**src/rtl/iod_dly_tap_ctrl_if.sv**
```systemverilog
// ---------------------------------------------------------------------------
// iod_dly_tap_ctrl_if
//   Command/response bundle between the training or calibration logic and the
//   IOD delay-tap sequencer.
//
//   Command channel (valid/ready):
//     cmd_valid  : command presented by the master
//     cmd_ready  : sequencer idle and able to take a command
//     cmd_lane   : target lane (0 or 1)
//     cmd_op     : 00 load, 01 increment, 10 decrement, 11 reserved (no-op)
//     cmd_steps  : tap steps to move (ignored for load)
//   Response channel (single-cycle, no back-pressure):
//     rsp_valid  : completion pulse
//     rsp_status : 00 OK, 01 CLAMP, 10 OOR
//     rsp_tap    : tap count of the addressed lane after the command
//
//   master : training / calibration side
//   slave  : iod_dly_tap_ctrl
// ---------------------------------------------------------------------------
interface iod_dly_tap_ctrl_if #(
  parameter int TAP_W  = 8,
  parameter int STEP_W = 8
);
  logic              cmd_valid;
  logic              cmd_ready;
  logic              cmd_lane;
  logic [1:0]        cmd_op;
  logic [STEP_W-1:0] cmd_steps;
  logic              rsp_valid;
  logic [1:0]        rsp_status;
  logic [TAP_W-1:0]  rsp_tap;

  modport master (
    output cmd_valid, cmd_lane, cmd_op, cmd_steps,
    input  cmd_ready, rsp_valid, rsp_status, rsp_tap
  );

  modport slave (
    input  cmd_valid, cmd_lane, cmd_op, cmd_steps,
    output cmd_ready, rsp_valid, rsp_status, rsp_tap
  );
endinterface

```
**src/rtl/iod_dly_tap_ctrl.sv**
```systemverilog
// ---------------------------------------------------------------------------
// iod_dly_tap_ctrl
//   Sequencer for the dynamic delay-line controls of a two-lane IOD pair
//   (e.g. the BG0/BG1 output lanes). Load / increment / decrement commands
//   arrive over a valid/ready handshake; the block emits correctly spaced
//   MOVE, DIRECTION and LOAD pulses to the addressed lane, tracks each lane's
//   tap count, and returns a one-cycle completion response with status
//   OK, CLAMP (tap limit reached) or OOR (IOD flagged out-of-range).
//
// Parameters
//   TAP_W    : width of the per-lane tap counters and rsp_tap
//   STEP_W   : width of cmd_steps
//   MAX_TAP  : highest legal tap value
//   MOVE_GAP : idle cycles after each MOVE or LOAD pulse (legal 1..15)
//
// Ports
//   i_fab_clk                      : fabric clock, rising edge
//   i_sync_rst                     : synchronous active-high reset
//   io_cmd_if                      : command/response bundle (slave side)
//   o_delay_line_move_0/1          : one-cycle tap move pulses
//   o_delay_line_direction_0/1     : 1 = increment, 0 = decrement
//   o_delay_line_load_0/1          : one-cycle tap load (reset) pulses
//   i_delay_line_out_of_range_0/1  : range flags from the IODs
//   o_tap_cnt_0/1                  : current tap count per lane
// ---------------------------------------------------------------------------
module iod_dly_tap_ctrl #(
  parameter int TAP_W    = 8,
  parameter int STEP_W   = 8,
  parameter int MAX_TAP  = 127,
  parameter int MOVE_GAP = 3
) (
  input  logic             i_fab_clk,
  input  logic             i_sync_rst,
  iod_dly_tap_ctrl_if.slave io_cmd_if,
  output logic             o_delay_line_move_0,
  output logic             o_delay_line_move_1,
  output logic             o_delay_line_direction_0,
  output logic             o_delay_line_direction_1,
  output logic             o_delay_line_load_0,
  output logic             o_delay_line_load_1,
  input  logic             i_delay_line_out_of_range_0,
  input  logic             i_delay_line_out_of_range_1,
  output logic [TAP_W-1:0] o_tap_cnt_0,
  output logic [TAP_W-1:0] o_tap_cnt_1
);

  localparam logic [1:0] OP_LOAD = 2'b00;
  localparam logic [1:0] OP_INC  = 2'b01;
  localparam logic [1:0] OP_DEC  = 2'b10;

  localparam logic [1:0] ST_OK    = 2'b00;
  localparam logic [1:0] ST_CLAMP = 2'b01;
  localparam logic [1:0] ST_OOR   = 2'b10;

  localparam logic [TAP_W-1:0] MAX_TAP_V = TAP_W'(MAX_TAP);
  localparam logic [3:0]       GAP_LAST  = 4'(MOVE_GAP - 1);

  typedef enum logic [2:0] {
    S_IDLE,
    S_LOAD,
    S_SETUP,
    S_PULSE,
    S_GAP,
    S_DONE
  } state_t;

  state_t            r_state;
  state_t            w_next;

  // Captured command
  logic              r_lane;
  logic [1:0]        r_op;
  logic [STEP_W-1:0] r_steps;

  logic [3:0]        r_gap_cnt;
  logic [TAP_W-1:0]  r_tap_0;
  logic [TAP_W-1:0]  r_tap_1;
  logic              r_dir_0;
  logic              r_dir_1;

  // Registered pin and response outputs
  logic              r_move_0;
  logic              r_move_1;
  logic              r_load_0;
  logic              r_load_1;
  logic              r_rsp_valid;
  logic [1:0]        r_rsp_status;
  logic [TAP_W-1:0]  r_rsp_tap;

  logic              w_accept;
  logic              w_is_move_op;
  logic              w_lane_eff;
  logic [TAP_W-1:0]  w_tap_sel;
  logic [TAP_W-1:0]  w_tap_eff;
  logic              w_oor_sel;
  logic              w_blocked;
  logic [1:0]        w_status_nxt;

  // True when the next move in the requested direction would leave 0..MAX_TAP.
  function automatic logic f_move_blocked(input logic [1:0]       op,
                                          input logic [TAP_W-1:0] tap);
    return ((op == OP_INC) && (tap == MAX_TAP_V)) ||
           ((op == OP_DEC) && (tap == '0));
  endfunction

  // One-tap step; callers guarantee the result stays in range (no wrap).
  function automatic logic [TAP_W-1:0] f_tap_step(input logic             inc,
                                                  input logic [TAP_W-1:0] tap);
    return inc ? (tap + TAP_W'(1)) : (tap - TAP_W'(1));
  endfunction

  assign io_cmd_if.cmd_ready = (r_state == S_IDLE) && !i_sync_rst;
  assign w_accept     = io_cmd_if.cmd_valid && io_cmd_if.cmd_ready;
  assign w_is_move_op = (io_cmd_if.cmd_op == OP_INC) || (io_cmd_if.cmd_op == OP_DEC);

  // In IDLE the command has not been captured yet, so a reserved op that
  // completes straight from IDLE must report the lane named on the bus.
  assign w_lane_eff = (r_state == S_IDLE) ? io_cmd_if.cmd_lane : r_lane;
  assign w_tap_sel  = r_lane     ? r_tap_1 : r_tap_0;
  assign w_tap_eff  = w_lane_eff ? r_tap_1 : r_tap_0;
  assign w_oor_sel  = r_lane ? i_delay_line_out_of_range_1 : i_delay_line_out_of_range_0;
  assign w_blocked  = f_move_blocked(r_op, w_tap_sel);

  // ---- FSM: state register ----
  always_ff @(posedge i_fab_clk) begin
    if (i_sync_rst) begin
      r_state <= S_IDLE;
    end else begin
      r_state <= w_next;
    end
  end

  // ---- FSM: next state and completion status ----
  always_comb begin
    w_next       = r_state;
    w_status_nxt = ST_OK;
    case (r_state)
      S_IDLE: begin
        if (w_accept) begin
          case (io_cmd_if.cmd_op)
            OP_LOAD:        w_next = S_LOAD;
            OP_INC, OP_DEC: w_next = S_SETUP;
            default:        w_next = S_DONE;
          endcase
        end
      end
      S_LOAD:  w_next = S_GAP;
      S_SETUP: begin
        if (r_steps == '0) begin
          w_next = S_DONE;
        end else if (w_blocked) begin
          w_next       = S_DONE;
          w_status_nxt = ST_CLAMP;
        end else begin
          w_next = S_PULSE;
        end
      end
      S_PULSE: w_next = S_GAP;
      S_GAP: begin
        // The IOD range flag is only meaningful once the gap has settled,
        // so it is looked at on the last gap cycle only. Taps are not
        // rolled back on OOR: the counter mirrors the pulses actually sent.
        if (r_gap_cnt == GAP_LAST) begin
          if (w_oor_sel) begin
            w_next       = S_DONE;
            w_status_nxt = ST_OOR;
          end else if ((r_op == OP_LOAD) || (r_steps == '0)) begin
            w_next = S_DONE;
          end else if (w_blocked) begin
            w_next       = S_DONE;
            w_status_nxt = ST_CLAMP;
          end else begin
            w_next = S_PULSE;
          end
        end
      end
      S_DONE:  w_next = S_IDLE;
      default: w_next = S_IDLE;
    endcase
  end

  // ---- Command capture and step / gap counting ----
  always_ff @(posedge i_fab_clk) begin
    if (w_accept) begin
      r_lane  <= io_cmd_if.cmd_lane;
      r_op    <= io_cmd_if.cmd_op;
      r_steps <= io_cmd_if.cmd_steps;
    end else if (r_state == S_PULSE) begin
      r_steps <= r_steps - STEP_W'(1);
    end

    if (r_state == S_GAP) begin
      r_gap_cnt <= r_gap_cnt + 4'd1;
    end else begin
      r_gap_cnt <= '0;
    end
  end

  // ---- Per-lane tap counters and direction ----
  always_ff @(posedge i_fab_clk) begin
    if (i_sync_rst) begin
      r_tap_0 <= '0;
      r_tap_1 <= '0;
      r_dir_0 <= 1'b0;
      r_dir_1 <= 1'b0;
    end else begin
      // Direction is set at accept so it is already stable in SETUP and
      // well ahead of the first MOVE; it holds until the lane's next command.
      if (w_accept && w_is_move_op) begin
        if (io_cmd_if.cmd_lane) begin
          r_dir_1 <= (io_cmd_if.cmd_op == OP_INC);
        end else begin
          r_dir_0 <= (io_cmd_if.cmd_op == OP_INC);
        end
      end
      if (r_state == S_LOAD) begin
        if (r_lane) begin
          r_tap_1 <= '0;
        end else begin
          r_tap_0 <= '0;
        end
      end else if (r_state == S_PULSE) begin
        if (r_lane) begin
          r_tap_1 <= f_tap_step(r_op == OP_INC, r_tap_1);
        end else begin
          r_tap_0 <= f_tap_step(r_op == OP_INC, r_tap_0);
        end
      end
    end
  end

  // ---- Registered pin pulses and response ----
  // Decoded from the next state so each pulse lines up exactly with the
  // PULSE / LOAD / DONE state it belongs to, without combinational glitches.
  always_ff @(posedge i_fab_clk) begin
    if (i_sync_rst) begin
      r_move_0     <= 1'b0;
      r_move_1     <= 1'b0;
      r_load_0     <= 1'b0;
      r_load_1     <= 1'b0;
      r_rsp_valid  <= 1'b0;
      r_rsp_status <= ST_OK;
      r_rsp_tap    <= '0;
    end else begin
      r_move_0     <= (w_next == S_PULSE) && !r_lane;
      r_move_1     <= (w_next == S_PULSE) &&  r_lane;
      r_load_0     <= (w_next == S_LOAD)  && !io_cmd_if.cmd_lane;
      r_load_1     <= (w_next == S_LOAD)  &&  io_cmd_if.cmd_lane;
      r_rsp_valid  <= (w_next == S_DONE);
      r_rsp_status <= (w_next == S_DONE) ? w_status_nxt : ST_OK;
      r_rsp_tap    <= (w_next == S_DONE) ? w_tap_eff : '0;
    end
  end

  assign o_delay_line_move_0      = r_move_0;
  assign o_delay_line_move_1      = r_move_1;
  assign o_delay_line_load_0      = r_load_0;
  assign o_delay_line_load_1      = r_load_1;
  assign o_delay_line_direction_0 = r_dir_0;
  assign o_delay_line_direction_1 = r_dir_1;
  assign o_tap_cnt_0              = r_tap_0;
  assign o_tap_cnt_1              = r_tap_1;
  assign io_cmd_if.rsp_valid      = r_rsp_valid;
  assign io_cmd_if.rsp_status     = r_rsp_status;
  assign io_cmd_if.rsp_tap        = r_rsp_tap;

endmodule

```
**src/flat_wrapper.sv**
```systemverilog
// flat-port wrapper written by rule: the top's interface ports become plain ports
module iod_dly_tap_ctrl_flat 
#(
  parameter int TAP_W    = 8,
  parameter int STEP_W   = 8,
  parameter int MAX_TAP  = 127,
  parameter int MOVE_GAP = 3
)
  (i_fab_clk, i_sync_rst, o_delay_line_move_0, o_delay_line_move_1, o_delay_line_direction_0, o_delay_line_direction_1, o_delay_line_load_0, o_delay_line_load_1, i_delay_line_out_of_range_0, i_delay_line_out_of_range_1, o_tap_cnt_0, o_tap_cnt_1, io_cmd_if_cmd_valid, io_cmd_if_cmd_lane, io_cmd_if_cmd_op, io_cmd_if_cmd_steps, io_cmd_if_cmd_ready, io_cmd_if_rsp_valid, io_cmd_if_rsp_status, io_cmd_if_rsp_tap);
  iod_dly_tap_ctrl_if #(.TAP_W(TAP_W), .STEP_W(STEP_W)) io_cmd_if_i ();
  input  logic i_fab_clk;
  input  logic i_sync_rst;
  output logic o_delay_line_move_0;
  output logic o_delay_line_move_1;
  output logic o_delay_line_direction_0;
  output logic o_delay_line_direction_1;
  output logic o_delay_line_load_0;
  output logic o_delay_line_load_1;
  input  logic i_delay_line_out_of_range_0;
  input  logic i_delay_line_out_of_range_1;
  output logic [TAP_W-1:0] o_tap_cnt_0;
  output logic [TAP_W-1:0] o_tap_cnt_1;
  input wire logic [$bits(io_cmd_if_i.cmd_valid)-1:0] io_cmd_if_cmd_valid;
  input wire logic [$bits(io_cmd_if_i.cmd_lane)-1:0] io_cmd_if_cmd_lane;
  input wire logic [$bits(io_cmd_if_i.cmd_op)-1:0] io_cmd_if_cmd_op;
  input wire logic [$bits(io_cmd_if_i.cmd_steps)-1:0] io_cmd_if_cmd_steps;
  output wire logic [$bits(io_cmd_if_i.cmd_ready)-1:0] io_cmd_if_cmd_ready;
  output wire logic [$bits(io_cmd_if_i.rsp_valid)-1:0] io_cmd_if_rsp_valid;
  output wire logic [$bits(io_cmd_if_i.rsp_status)-1:0] io_cmd_if_rsp_status;
  output wire logic [$bits(io_cmd_if_i.rsp_tap)-1:0] io_cmd_if_rsp_tap;
  assign io_cmd_if_i.cmd_valid = io_cmd_if_cmd_valid;
  assign io_cmd_if_i.cmd_lane = io_cmd_if_cmd_lane;
  assign io_cmd_if_i.cmd_op = io_cmd_if_cmd_op;
  assign io_cmd_if_i.cmd_steps = io_cmd_if_cmd_steps;
  assign io_cmd_if_cmd_ready = io_cmd_if_i.cmd_ready;
  assign io_cmd_if_rsp_valid = io_cmd_if_i.rsp_valid;
  assign io_cmd_if_rsp_status = io_cmd_if_i.rsp_status;
  assign io_cmd_if_rsp_tap = io_cmd_if_i.rsp_tap;
  iod_dly_tap_ctrl #(.TAP_W(TAP_W), .STEP_W(STEP_W), .MAX_TAP(MAX_TAP), .MOVE_GAP(MOVE_GAP)) u_core (.i_fab_clk(i_fab_clk), .i_sync_rst(i_sync_rst), .io_cmd_if(io_cmd_if_i), .o_delay_line_move_0(o_delay_line_move_0), .o_delay_line_move_1(o_delay_line_move_1), .o_delay_line_direction_0(o_delay_line_direction_0), .o_delay_line_direction_1(o_delay_line_direction_1), .o_delay_line_load_0(o_delay_line_load_0), .o_delay_line_load_1(o_delay_line_load_1), .i_delay_line_out_of_range_0(i_delay_line_out_of_range_0), .i_delay_line_out_of_range_1(i_delay_line_out_of_range_1), .o_tap_cnt_0(o_tap_cnt_0), .o_tap_cnt_1(o_tap_cnt_1));
endmodule
```
**config.mk**
```make
export PLATFORM = sky130hd
export DESIGN_NAME = iod_dly_tap_ctrl_flat
export DESIGN_NICKNAME = d
export VERILOG_FILES = /design/src/rtl/iod_dly_tap_ctrl_if.sv /design/src/rtl/iod_dly_tap_ctrl.sv /design/src/flat_wrapper.sv
export SDC_FILE = /design/constraint.sdc
export NUM_CORES = 1
export LEC_CHECK = 0
export ABC_CLOCK_PERIOD_IN_PS = 2800
export BUFFER_PORTS_ARGS = -buffer_cell sky130_fd_sc_hd__buf_2
export CAP_MARGIN = 20
export CORE_MARGIN = 5
export CORE_UTILIZATION = 30
export DETAILED_ROUTE_END_ITERATION = 8
export PLACE_DENSITY_LB_ADDON = 0.2
export SYNTH_ARGS = -nofsm -noshare
export SYNTH_HDL_FRONTEND = slang
export SYNTH_SLANG_ARGS = --single-unit
export TNS_END_PERCENT = 30
```
**constraint.sdc**
```tcl
create_clock -name i_fab_clk -period 2.8 [get_ports i_fab_clk]
set_input_delay 0.56 -clock i_fab_clk [delete_from_list [all_inputs] [get_ports i_fab_clk]]
set_output_delay 0.56 -clock i_fab_clk [all_outputs]
set_load 0.03 [all_outputs]
```
==> results.md, run 1 <==
- CP arrival: 2660 ps
- CTS Buf Count: 5
- Final min period: 2510 ps
- Latest clock arrival within the worst-skew pair: 310 ps
- Drt wl/cell: 14.7 um
- Slew @ Worst Pin: 1060 ps
- Synth Register Bits: 51
- GR Util All Layers: 13.2%
- CTS resizes: 0
- Yosys top cell by area: dfxtp_1
- Largest net degree at the start of global routing: 24
- Die width: 109 um
- CP Max Fanout: 11
- First-pass GRT wire length: 12300 um
- CTS Hold Bufs: 0
- Register area: 1130 um^2
- Final HPWL DP: 5750 um
- Mux contribution to synthesized area: 3.43%
- Initial core utilization: 30.5%
- Gp weighted congestion: 0.783
- Clock skew: 10.6 ps
- HP Class: input pin to flip-flop
- Aggregate routed wire length: 7500 um
- Synth top cells by count: dfxtp_1, nor2_1, a21oi_1
- Routed Antenna Nets: 0
- Crit path required time: 2960 ps
- Post-synth ARST share: 0%
- Post-route DRC: 0
- Fin crit share: 89.6%
- Drt pass-1 iters: 4
- Main synth FF type: dfxtp_1
- Number of global-route vias before repair: 2345
- Post-route cell area: 3460 um^2
- Synth Area in Simple Gates: 23.6%
- Most frequent cell after synthesis: dfxtp_1
- Adder-Cell Fraction of Synth Area: 8.98%
- Cell variety after synth: 57
- Synth Area in Compound Gates: 18.1%
- CTS max path bufs: 2
- Vias: 2481
- Util after Layout: 35.7%
- Synthesized net count: 359
- Ports: 50
- Starting DRT DRC Count: 166
- Post-CTS setup repair buffer count: 0
- Worst slew margin: 28.7%
- Number of enable flip-flop cells after synthesis: 11
- CTS tree: built
- CTS root buffer: clkbuf_8
- CP Class: flip-flop to flip-flop
- Main combinational cell family by area after synthesis: simple AND/OR/NAND/NOR gates
- Vias/cell: 4.87
- PD cells: 414 nW/um^2
- Core area: 9680 um^2
- ANT cells: 0
- Post-Synth XOR/XNOR Area: 2.96%
- Register area share after synthesis: 38.3%
- Fillers: 1010
- Clock Pin Slew Worst Setup and Hold Paths: 100 ps
- H-tree levels: 2
- Yosys top cell area share: 27.1%
- Lkg Pwr: 1.41 nW
- Post-Syn Area per Cell: 9.15 um^2
- Area delta synth->final: 17.0%
- FP Rows: 36
- Post-Synthesis Cell Area: 2960 um^2
- Unrepaired setup endpoints after global routing: false
- Die Area: 11900 um^2
- Fin Setup TNS: 0 ps
- DP Area: 3370 um^2
- Max-cap violations: 0
- # port buffers: 49
- Placed Cells: 501
- Crit end category: flip-flop
- Sink Count: 51
- Ys Warns: 0
- Post-Syn Instances: 323
- Footprint of the multi-input gates: 1690 um^2
- GRT overflow: 0
- Layout cells sized above 1: 21.8%
- Peak VDD IR: 0.000173 V
- Outcome: finished, final reports clean
- Nets@finish: 411
- Total power draw: 1.43 mW
- Final Slew Violations: 0
- Hold Vio Cnt, Final: 0
- Chip Height: 109 um
- Max Clock Freq: 0.399 GHz
- Layout Cells excl Fill: 509
- Crit start category: flip-flop
- Ranking of synthesized cells by area: dfxtp_1, edfxtp_1, ha_1
- Initial antenna violation count: 0
- Setup-failing EPs final: 0
-- logic make-up (layout without fill, tap and decap cells) --
group,after synthesis,after routing
simple gates,128,128
compound gates,73,73
flops,51,51
buf+inv,31,84
fa+ha+maj,20,20
xor+xnor,10,10
mux,10,10
-- stage by stage --
| stage | hold WS, ps | worst slack, ps |
|---|---|---|
| 3_5_place_dp | 475 | 265 |
| 4_1_cts | 467 | 270 |
| 5_1_grt | 463 | 72.7 |
| 2_1_floorplan | 430 | 408 |
| 3_3_place_gp | 454 | 276 |
| 6_report | 473 | 292 |
-- worst max-delay path, cell delays in order, from the launching register on --
cell and delay, ps:
dfxtp_1 420, or3b_1 480, nor4_2 300, o32ai_1 150, o31ai_2 880, nor4bb_1 120
-- flip-flops by register name, indices dropped and copies added (netlist names), 2 cells and up --
register,cells
u_core.r_op,2
u_core.r_steps,8
u_core.o_tap_cnt_1,8
u_core.r_gap_cnt,4
u_core.o_tap_cnt_0,8
u_core.io_cmd_if.rsp_tap,8
u_core.r_state,3
u_core.io_cmd_if.rsp_status,2
-- worst paths after layout --
kind | from | end | slack [ps] | cells past startpoint
max reg2reg | u_core.r_state[2] | u_core.o_delay_line_load_1 | 290 | 5
min | io_cmd_if_cmd_op[1] | u_core.r_op[1] | 470 | 1
max | u_core.r_state[2] | u_core.o_delay_line_load_1 | 290 | 5
min reg2reg | u_core.r_gap_cnt[0] | u_core.r_gap_cnt[0] | 490 | 1
-- cell usage in the layout, fill, tap and decap left out, drive strengths merged, types with 3 or more instances in the layout --
master and n:
nand2b 3, inv 18, nand4 4, nand3b 9, o21a 3, o32ai 3
nor3 12, nand3 18, mux2i 9, o21ai 10, a21oi 21, o41ai 3
nor3b 3, xnor2 5, dfxtp 40, a21o 3, nand2 15, nor2 35
o211ai 3, buf 58, a211oi 10, ha 18, xor2 5, edfxtp 11
or3 6, a32oi 4, nor4 5, clkbuf 6
-- metal layers --
layer  global-route usage (%)  share of wire (%)  routed length (um)
met1                     19.3                 51                3790
met4                     4.01                1.6                 120
met2                     19.5                 44                3280
met5                        0                  0                   0
met3                     2.55                4.1                 304
-- report_power, final --
part           switching (mW)  internal (mW)  total, mW
sequential             0.0166          0.775      0.791
clock                   0.253          0.177      0.430
combinational           0.131         0.0780      0.209
total                   0.401           1.03       1.43
-- layout make-up --
type                    count  area share, %
clock buffers               6           2.10
clock inverters             2          0.398
inverters                  18           1.95
multi-input cells         241           49.0
flip-flops and latches     51           32.7
well taps                 133           4.81
repair buffers             58           9.04
(Power assumes the default switching activity.)
==> inputs of run 2 (changes only) <==
--- a/config.mk
+++ b/config.mk
@@ -10,7 +10,9 @@
 export CAP_MARGIN = 20
 export CORE_MARGIN = 5
 export CORE_UTILIZATION = 30
+export CTS_BUF_LIST = sky130_fd_sc_hd__clkbuf_4 sky130_fd_sc_hd__clkbuf_8
 export DETAILED_ROUTE_END_ITERATION = 8
+export GPL_ROUTABILITY_DRIVEN = 0
 export PLACE_DENSITY_LB_ADDON = 0.2
 export SYNTH_ARGS = -nofsm -noshare
 export SYNTH_HDL_FRONTEND = slang
==> run 2 against run 1 <==
  * Clock skew is essentially flat
  * Final cell count did not move
  * Flip-flop and latch count unchanged
  * Routed wire length fell by 0.19%
  * Register-to-register slack hardly changed
  * First-iteration DRC count shrank 17%
  * Utilization barely moved
  * Combinational power about the same
  * Final area is 0.11% higher
  * Worst setup slack is essentially flat
  * Largest power group unchanged
  * Highest routed layer unchanged
==> results.md, run 2 (synthesized netlist as in run 1, its figures left out) <==
- Initial core utilization: 30.5% (unchanged)
- Crit start category: flip-flop
- Post-route cell area: 3460 um^2 (+0.11%)
- HP Class: input pin to flip-flop
- Fin crit share: 89.6% (about the same)
- Layout Cells excl Fill: 509 (unchanged)
- Hold Vio Cnt, Final: 0 (unchanged)
- Post-route setup slack: 292 ps (-0.154 ps)
- DP Area: 3370 um^2 (unchanged)
- Nets@finish: 411 (unchanged)
- Setup-failing EPs final: 0 (unchanged)
- Util after Layout: 35.7% (+0.039 points)
- Lkg Pwr: 1.41 nW (+0.24%)
- Met3 wire len: 278 um (-8.6%)
- Slew @ Worst Pin: 1070 ps (+2.30 ps)
- Max-cap violations: 0 (unchanged)
- Crit end category: flip-flop
- Die Area: 11900 um^2 (unchanged)
- CP Max Fanout: 11 (unchanged)
- CTS resizes: 0 (unchanged)
- Clock Pin Slew Worst Setup and Hold Paths: 100 ps (about the same)
- Placed Cells: 501 (unchanged)
- Final Slew Violations: 0 (unchanged)
- Starting DRT DRC Count: 138 (-17%)
- GR Util All Layers: 13.1% (-0.062 points)
- Vias/cell: 4.86 (-0.24%)
- CTS tree: built
- Wl on met1: 3840 um (+1.1%)
- CP arrival: 2670 ps (about the same)
- Vias: 2475 (-0.24%)
- GRT overflow: 0 (unchanged)
- Internal power: 1.04 mW (+0.95%)
- Leading cell type in the layout, fill and taps excluded: buf_2
- Ports: 50 (unchanged)
- Layout cells sized above 1: 22.1% (+0.27 points)
- Gate power share: 14.5% (about the same)
- Worst slew margin: 28.6% (-0.15 points)
- Uppermost layer routed: met4
- Clock skew: 11.0 ps (+0.475 ps)
- Fin Setup TNS: 0 ps (unchanged)
- Chip Height: 109 um (unchanged)
- CTS max path bufs: 2 (unchanged)
- WHS: 474 ps (+0.666 ps)
- Worst slack at placement: 265 ps (unchanged)
- Peak VDD IR: 0.000187 V (+8.2%)
- Unrepaired setup endpoints after global routing: false
- CTS root buffer: clkbuf_8
- Post-route DRC: 0 (unchanged)
- Routed Antenna Nets: 0 (unchanged)
- # port buffers: 49 (unchanged)
- CP Class: flip-flop to flip-flop
- Met2 WL: 3290 um (+0.30%)
- ANT cells: 0 (unchanged)
- Drt wl/cell: 14.7 um (-0.19%)
- Fillers: 1011 (+0.099%)
- Die width: 109 um (unchanged)
- Number of global-route vias before repair: 2352 (+0.30%)
- Total power draw: 1.44 mW (+0.89%)
- Crit path required time: 2960 ps (about the same)
- CTS Hold Bufs: 0 (unchanged)
- Area delta synth->final: 17.1%
- Largest net degree at the start of global routing: 24 (unchanged)
- Aggregate routed wire length: 7490 um (-0.19%)
- Latest clock arrival within the worst-skew pair: 310 ps (about the same)
- Commonest cells after routing, fill and taps aside: buf_2, dfxtp_1, nor2_1
- First-pass GRT wire length: 12300 um (-0.28%)
- Final min period: 2510 ps (+0.154 ps)
- Core area: 9680 um^2 (unchanged)
- Initial antenna violation count: 0 (unchanged)
- Sw Share: 28.0% (-0.040 points)
- Max Clock Freq: 0.399 GHz (about the same)
- H-tree levels: 2 (unchanged)
- FP Rows: 36 (unchanged)
- Final HPWL DP: 5750 um (unchanged)
- Clock group share of total power: 30.7% (+0.6 points)
- Reg power frac: 54.8% (-0.5 points)
- Post-CTS setup repair buffer count: 0 (unchanged)
- Reported net switching power: 0.404 mW (+0.75%)
- Drt pass-1 iters: 4 (unchanged)
- CTS Buf Count: 5 (unchanged)
- Sink Count: 51 (unchanged)
- PD cells: 417 nW/um^2 (+0.78%)
- Outcome: finished, final reports clean
## run 2: layout make-up
type / instances / area, um^2 / share of cell area (%)
clock buffers: 6 / 76.3 / 2.20
clock inverters: 2 / 13.8 / 0.398
inverters: 18 / 67.6 / 1.95
multi-input cells: 241 / 1690 / 48.9
flip-flops and latches: 51 / 1130 / 32.7
well taps: 133 / 166 / 4.81
repair buffers: 58 / 313 / 9.04
## run 2: path summary, 6_finish.rpt
path / from / to / slack (ps) / cells past startpoint
worst min register to register: u_core.r_gap_cnt[0] / u_core.r_gap_cnt[0] / 490 / 1
worst min-delay path: io_cmd_if_cmd_op[1] / u_core.r_op[1] / 470 / 1
worst max-delay path: u_core.r_state[2] / u_core.o_delay_line_load_1 / 290 / 5
worst max register to register: u_core.r_state[2] / u_core.o_delay_line_load_1 / 290 / 5
## run 2: worst max-delay path: stages (launching register included)
cell and delay [ps]:
dfxtp_1 420, or3b_1 480, nor4_2 300, o32ai_1 150, o31ai_2 890, nor4bb_1 120
## run 2: power by group through the flow
stage                     Sequential, mW  Combinational [mW]  Clock, mW
after floorplan                    0.810               0.149          0
after global placement             0.808               0.208          0
after detailed placement           0.809               0.209          0
after CTS                          0.792               0.211      0.460
after global routing               0.795               0.233      0.488
final                              0.791               0.209      0.443
## run 2: layer usage
metal	vias up	track usage [%]
li1	1293	-
met1	1130	19.3
met2	47	19.4
met3	5	2.55
met4	0	3.83
met5	-	0
